**src/rtl/imem_loader.sv**
```systemverilog
// +----------------------------------------------------------------------------+
// | imem_loader: encodes symbolic MIPS instructions and streams them into     |
// | instruction memory from address 0, holding the CPU in reset until done.  |
// | Rev 1.0                                                                   |
// +----------------------------------------------------------------------------+
`default_nettype none

module imem_loader #(
  parameter int DEPTH = 64,
  parameter int AW    = 6
) (
  input  logic          clk,
  input  logic          resetn,
  input  logic          in_valid,
  output logic          in_ready,
  input  logic [3:0]    in_kind,
  input  logic [4:0]    in_rs,
  input  logic [4:0]    in_rt,
  input  logic [4:0]    in_rd,
  input  logic [15:0]   in_imm,
  input  logic [25:0]   in_target,
  input  logic          in_last,
  output logic          imem_we,
  output logic [AW-1:0] imem_addr,
  output logic [31:0]   imem_wdata,
  output logic          cpu_reset,
  output logic          done,
  output logic          full,
  output logic          err,
  output logic [AW:0]   n_words
);

  localparam logic [3:0] C_K_ADD  = 4'd0;
  localparam logic [3:0] C_K_SUB  = 4'd1;
  localparam logic [3:0] C_K_AND  = 4'd2;
  localparam logic [3:0] C_K_OR   = 4'd3;
  localparam logic [3:0] C_K_SLT  = 4'd4;
  localparam logic [3:0] C_K_LW   = 4'd5;
  localparam logic [3:0] C_K_SW   = 4'd6;
  localparam logic [3:0] C_K_BEQ  = 4'd7;
  localparam logic [3:0] C_K_ADDI = 4'd8;
  localparam logic [3:0] C_K_J    = 4'd9;
  localparam logic [3:0] C_K_BNE  = 4'd10;

  localparam logic [5:0] C_OP_RTYPE = 6'h00;
  localparam logic [5:0] C_OP_LW    = 6'h23;
  localparam logic [5:0] C_OP_SW    = 6'h2B;
  localparam logic [5:0] C_OP_BEQ   = 6'h04;
  localparam logic [5:0] C_OP_BNE   = 6'h05;
  localparam logic [5:0] C_OP_ADDI  = 6'h08;
  localparam logic [5:0] C_OP_J     = 6'h02;

  localparam logic [5:0] C_FN_ADD = 6'h20;
  localparam logic [5:0] C_FN_SUB = 6'h22;
  localparam logic [5:0] C_FN_AND = 6'h24;
  localparam logic [5:0] C_FN_OR  = 6'h25;
  localparam logic [5:0] C_FN_SLT = 6'h2A;

  localparam logic [AW:0] C_LAST_ADDR = (AW+1)'(DEPTH - 1);
  localparam logic [AW:0] C_ONE       = (AW+1)'(1);

  typedef enum logic [1:0] {
    ST_LOAD  = 2'd0,
    ST_FLUSH = 2'd1,
    ST_DONE  = 2'd2
  } state_t;

  state_t        r_state;
  logic          r_ready;
  logic          r_we;
  logic [AW-1:0] r_addr;
  logic [31:0]   r_wdata;
  logic          r_done;
  logic          r_full;
  logic          r_err;
  logic [AW:0]   r_n_words;

  logic [31:0]   w_enc;
  logic          w_legal;
  logic          w_xfer;
  logic          w_fill;

  always_comb begin
    w_enc   = 32'h0;
    w_legal = 1'b1;
    case (in_kind)
      C_K_ADD:  w_enc = {C_OP_RTYPE, in_rs, in_rt, in_rd, 5'h00, C_FN_ADD};
      C_K_SUB:  w_enc = {C_OP_RTYPE, in_rs, in_rt, in_rd, 5'h00, C_FN_SUB};
      C_K_AND:  w_enc = {C_OP_RTYPE, in_rs, in_rt, in_rd, 5'h00, C_FN_AND};
      C_K_OR:   w_enc = {C_OP_RTYPE, in_rs, in_rt, in_rd, 5'h00, C_FN_OR};
      C_K_SLT:  w_enc = {C_OP_RTYPE, in_rs, in_rt, in_rd, 5'h00, C_FN_SLT};
      C_K_LW:   w_enc = {C_OP_LW,   in_rs, in_rt, in_imm};
      C_K_SW:   w_enc = {C_OP_SW,   in_rs, in_rt, in_imm};
      C_K_BEQ:  w_enc = {C_OP_BEQ,  in_rs, in_rt, in_imm};
      C_K_ADDI: w_enc = {C_OP_ADDI, in_rs, in_rt, in_imm};
      C_K_J:    w_enc = {C_OP_J, in_target};
      C_K_BNE:  w_enc = {C_OP_BNE,  in_rs, in_rt, in_imm};
      default:  w_legal = 1'b0;
    endcase
  end

  assign w_xfer = in_valid & r_ready;
  assign w_fill = w_legal & (r_n_words == C_LAST_ADDR);

  always_ff @(posedge clk) begin
    if (!resetn) begin
      r_state   <= ST_LOAD;
      r_ready   <= 1'b0;
      r_we      <= 1'b0;
      r_addr    <= '0;
      r_wdata   <= 32'h0;
      r_done    <= 1'b0;
      r_full    <= 1'b0;
      r_err     <= 1'b0;
      r_n_words <= '0;
    end else begin
      r_we <= 1'b0;
      case (r_state)
        ST_LOAD: begin
          r_ready <= 1'b1;
          if (w_xfer) begin
            if (w_legal) begin
              r_we      <= 1'b1;
              r_addr    <= r_n_words[AW-1:0];
              r_wdata   <= w_enc;
              r_n_words <= r_n_words + C_ONE;
            end else begin
              r_err <= 1'b1;
            end
            // Either end condition stops acceptance immediately; done follows one cycle later.
            if (in_last || w_fill) begin
              r_state <= ST_FLUSH;
              r_ready <= 1'b0;
              if (w_fill && !in_last) begin
                r_full <= 1'b1;
              end
            end
          end
        end
        ST_FLUSH: begin
          r_state <= ST_DONE;
          r_done  <= 1'b1;
        end
        default: begin
          r_state <= ST_DONE;
          r_ready <= 1'b0;
        end
      endcase
    end
  end

  // Gate with resetn so the core sees no readiness while reset is asserted.
  assign in_ready   = r_ready & resetn;
  assign imem_we    = r_we;
  assign imem_addr  = r_addr;
  assign imem_wdata = r_wdata;
  assign done       = r_done;
  assign cpu_reset  = ~r_done;
  assign full       = r_full;
  assign err        = r_err;
  assign n_words    = r_n_words;

endmodule

`default_nettype wire

```
**config.mk**
```make
export PLATFORM = sky130hd
export DESIGN_NAME = imem_loader
export DESIGN_NICKNAME = d
export VERILOG_FILES = /design/src/rtl/imem_loader.sv
export SDC_FILE = /design/constraint.sdc
export NUM_CORES = 1
export LEC_CHECK = 0
export CAP_MARGIN = 20
export CORE_ASPECT_RATIO = 2
export CORE_MARGIN = 2
export CORE_UTILIZATION = 34
export CTS_CLUSTER_SIZE = 14
export DETAILED_ROUTE_END_ITERATION = 7
export DONT_BUFFER_PORTS = 1
export PLACE_DENSITY_LB_ADDON = 0.3
export SETUP_SLACK_MARGIN = 0.2
export SYNTH_ARGS = -nofsm -noshare
export SYNTH_HDL_FRONTEND = slang
export SYNTH_SLANG_ARGS = --single-unit
```
**constraint.sdc**
```tcl
create_clock -name clk -period 4.61 [get_ports clk]
set_clock_uncertainty 0.1 [all_clocks]
set_input_delay 0.6915 -clock clk [delete_from_list [all_inputs] [get_ports clk]]
set_output_delay 0.6915 -clock clk [all_outputs]
set_load 0.01 [all_outputs]
```
==> results.ini <==
[worst_setup_path]
crit_path_start_kind=input pin
cp_max_fo=32
cp_top_family=compound AO/OA/AOI/OAI gates
crit_path_max_incr_delay_ps=630
worst-endpoint-arrival_ps=2270
crit_buf_inv=1
crit_type=in2reg
path_cells=a21o_1, a21oi_4, buf_4, o221ai_1, o211a_1
cpMaxStageDelayCell=a21oi_4
critical_path_required_ps=4700
cp-end-kind=flop

[cts]
cts_tree=yes
ctsHoldBuffers=0
ctsResizeCount=0
insertion_delay_ps=290
htree_levels=2
post_cts_buffers=0
ctsLongestPathBuffers=2
clock_sinks=51
cts-buffers-inserted=5
clockRootBuffer=clkbuf_16
cts.clk_slew.worst_paths_ps=70

[route]
vias_per_cell=6.094
drc=0
drt_pre_antenna_iters=4
num_vias=2346
routed_wl_mm=7.530
wl_per_cell_um=19.56
postRouteAntennaNets=0
dr.first_iter.drc_count=117

[pwr]
p_leak_nw=1.122
p_total_uw=959.1
irDropWorstVdd_mv=0.1251
power.density_nw_per_um2=338.0

[floorplanning]
io_pins=116
die_x_um=66.84
rows=45
die_y_um=129.7
core_um2=7601
initial_core_util_pct=35.33
dieArea_um2=8667

[timing]
worst_pin_slew_ps=1041
finalHoldViolCount=0
setup_viol=0
rsz0062_at_grt=no
max-slew-margin-rel_pct=30.26
maxSlewViolCount=0
layout_min_cycle_time_ps=2184
whs_ps=406.6
fin_crit_sh_pct=47.37
layout_setup_ws_ps=2426
setup_tns_ps=0
max_freq_ghz=0.4579

[place]
place_inst=377
place.gp.congestion=0.8261
dp_slack_ps=2115
io_buffers=0
hpwl_mm=5.353

[synth]
syn-num-nets=379
ys_seq_area_share_pct=38.02
syn-cell-area_um2=2685
async_reset_ff_share_pct=0
ys_ff_latch=51
synthFlopType=dfxtp_1
avgSynthCellArea_um2=8.579
ys_types=47
ys_warn_count=0
synthCells=313
synth-edff-count=0

[global_route]
grt_usage_pct=17.37
grt_pass1_wl_mm=11.37
grt_overflow_total=0
grt_max_degree=54
antenna_found_initial=0
grt_pass1_vias=2155

[final_layout]
nFillCells=798
fin_cells=385
diodes=0
drive_gt1_share_pct=6.186
layout_common_cells=dfxtp_1 (51), nand2_1 (29), o21ai_0 (20)
layout_commonest_cell=dfxtp_1
final_net_count=356
syn2layout_area_growth_pct=5.685

[status]
status=complete, no violations

[flow_run]
max_cap_viol_count=0

[hold_path]
hp-class=reg2reg

synth_stat cells, drive strengths merged (5+ instances only):
library cell	number	share of area (%)
nor3b	5	1.6
a21boi	13	3.6
o221ai	9	2.9
o21a	5	1.4
o211a	12	4.5
dfxtp	51	38
nand2	29	4.1
buf	11	2.1
a21oi	14	2.6
a31oi	5	1.2
o21ai	20	3.7
clkbuf	20	2.8
a2bb2oi	9	2.9
and2	5	1.2
a221oi	13	4.2
a22o	7	2.3
o221a	5	2.1
nor2b	11	2.6
a22oi	6	1.7
inv	12	1.7
nand2b	5	1.2
nor2	13	1.8
power by group:
part / internal, mW / switching (mW) / total, mW
clock network: 0.202 / 0.170 / 0.371
registers: 0.461 / 0.0271 / 0.489
logic: 0.0483 / 0.0509 / 0.0991
total: 0.711 / 0.248 / 0.959
routing by layer:
metal,global-route usage (%),wire [µm]
met1,19.57,2734
met3,4.514,543
met4,8.523,242
met5,0,0
met2,29.65,4010
worst paths after layout:
| check | startpoint | end | slack [ps] | depth (start not counted) |
|---|---|---|---|---|
| setup / recovery | in_kind[1] | imem_wdata[24] | 2430 | 5 |
| hold / removal | imem_addr[3] | imem_addr[3] | 410 | 2 |
| setup reg to reg | r_state[0] | imem_wdata[24] | 2470 | 5 |
| hold reg to reg | imem_addr[3] | imem_addr[3] | 410 | 2 |
final cells by class:
class,count,area (µm²),area share [%]
Clock buffer,5,125.1,4.409
Multi-Input combinational cell,219,1503,52.95
Clock inverter,3,18.77,0.6614
Inverter,12,45.04,1.587
Sequential cell,51,1021,35.98
Tap cell,94,117.6,4.145
Timing Repair Buffer,1,7.507,0.2646
registers in the layout, indices dropped and copies added (netlist names):
signal      count
done            1
full            1
r_state         2
imem_addr       6
r_ready         1
imem_we         1
imem_wdata     31
n_words         7
err             1
cells by family (layout without fill, tap and decap cells):
logic type | Yosys count | after routing | share of synthesized area (%)
AO/OA/AOI/OAI | 132 | 132 | 37.19
AND/OR/NAND/NOR | 81 | 81 | 16.31
multiplexers | 1 | 1 | 0.3728
flip-flops | 51 | 51 | 38.02
other | 1 | 1 | 0.1397
XOR/XNOR | 3 | 3 | 0.9787
adder cells (fa/ha/maj) | 1 | 1 | 0.4659
buffers and inverters | 43 | 21 | 6.524
tightest hold or removal path, cell delays in order, from the launching register on:
cell      delay [ps]
dfxtp_1          340
nand2_1           60
a21boi_0          60
per-stage QoR:
| stage | area [µm²] | utilization (%) |
|---|---|---|
| floorplan | 2685 | - |
| global placement | 2694 | 35.44 |
| detailed placement | 2694 | 35.44 |
| CTS | 2838 | 37.33 |
| global route | 2838 | 37.33 |
| finish | 2838 | 37.33 |
Note: power is estimated with default switching activity, not from simulation.
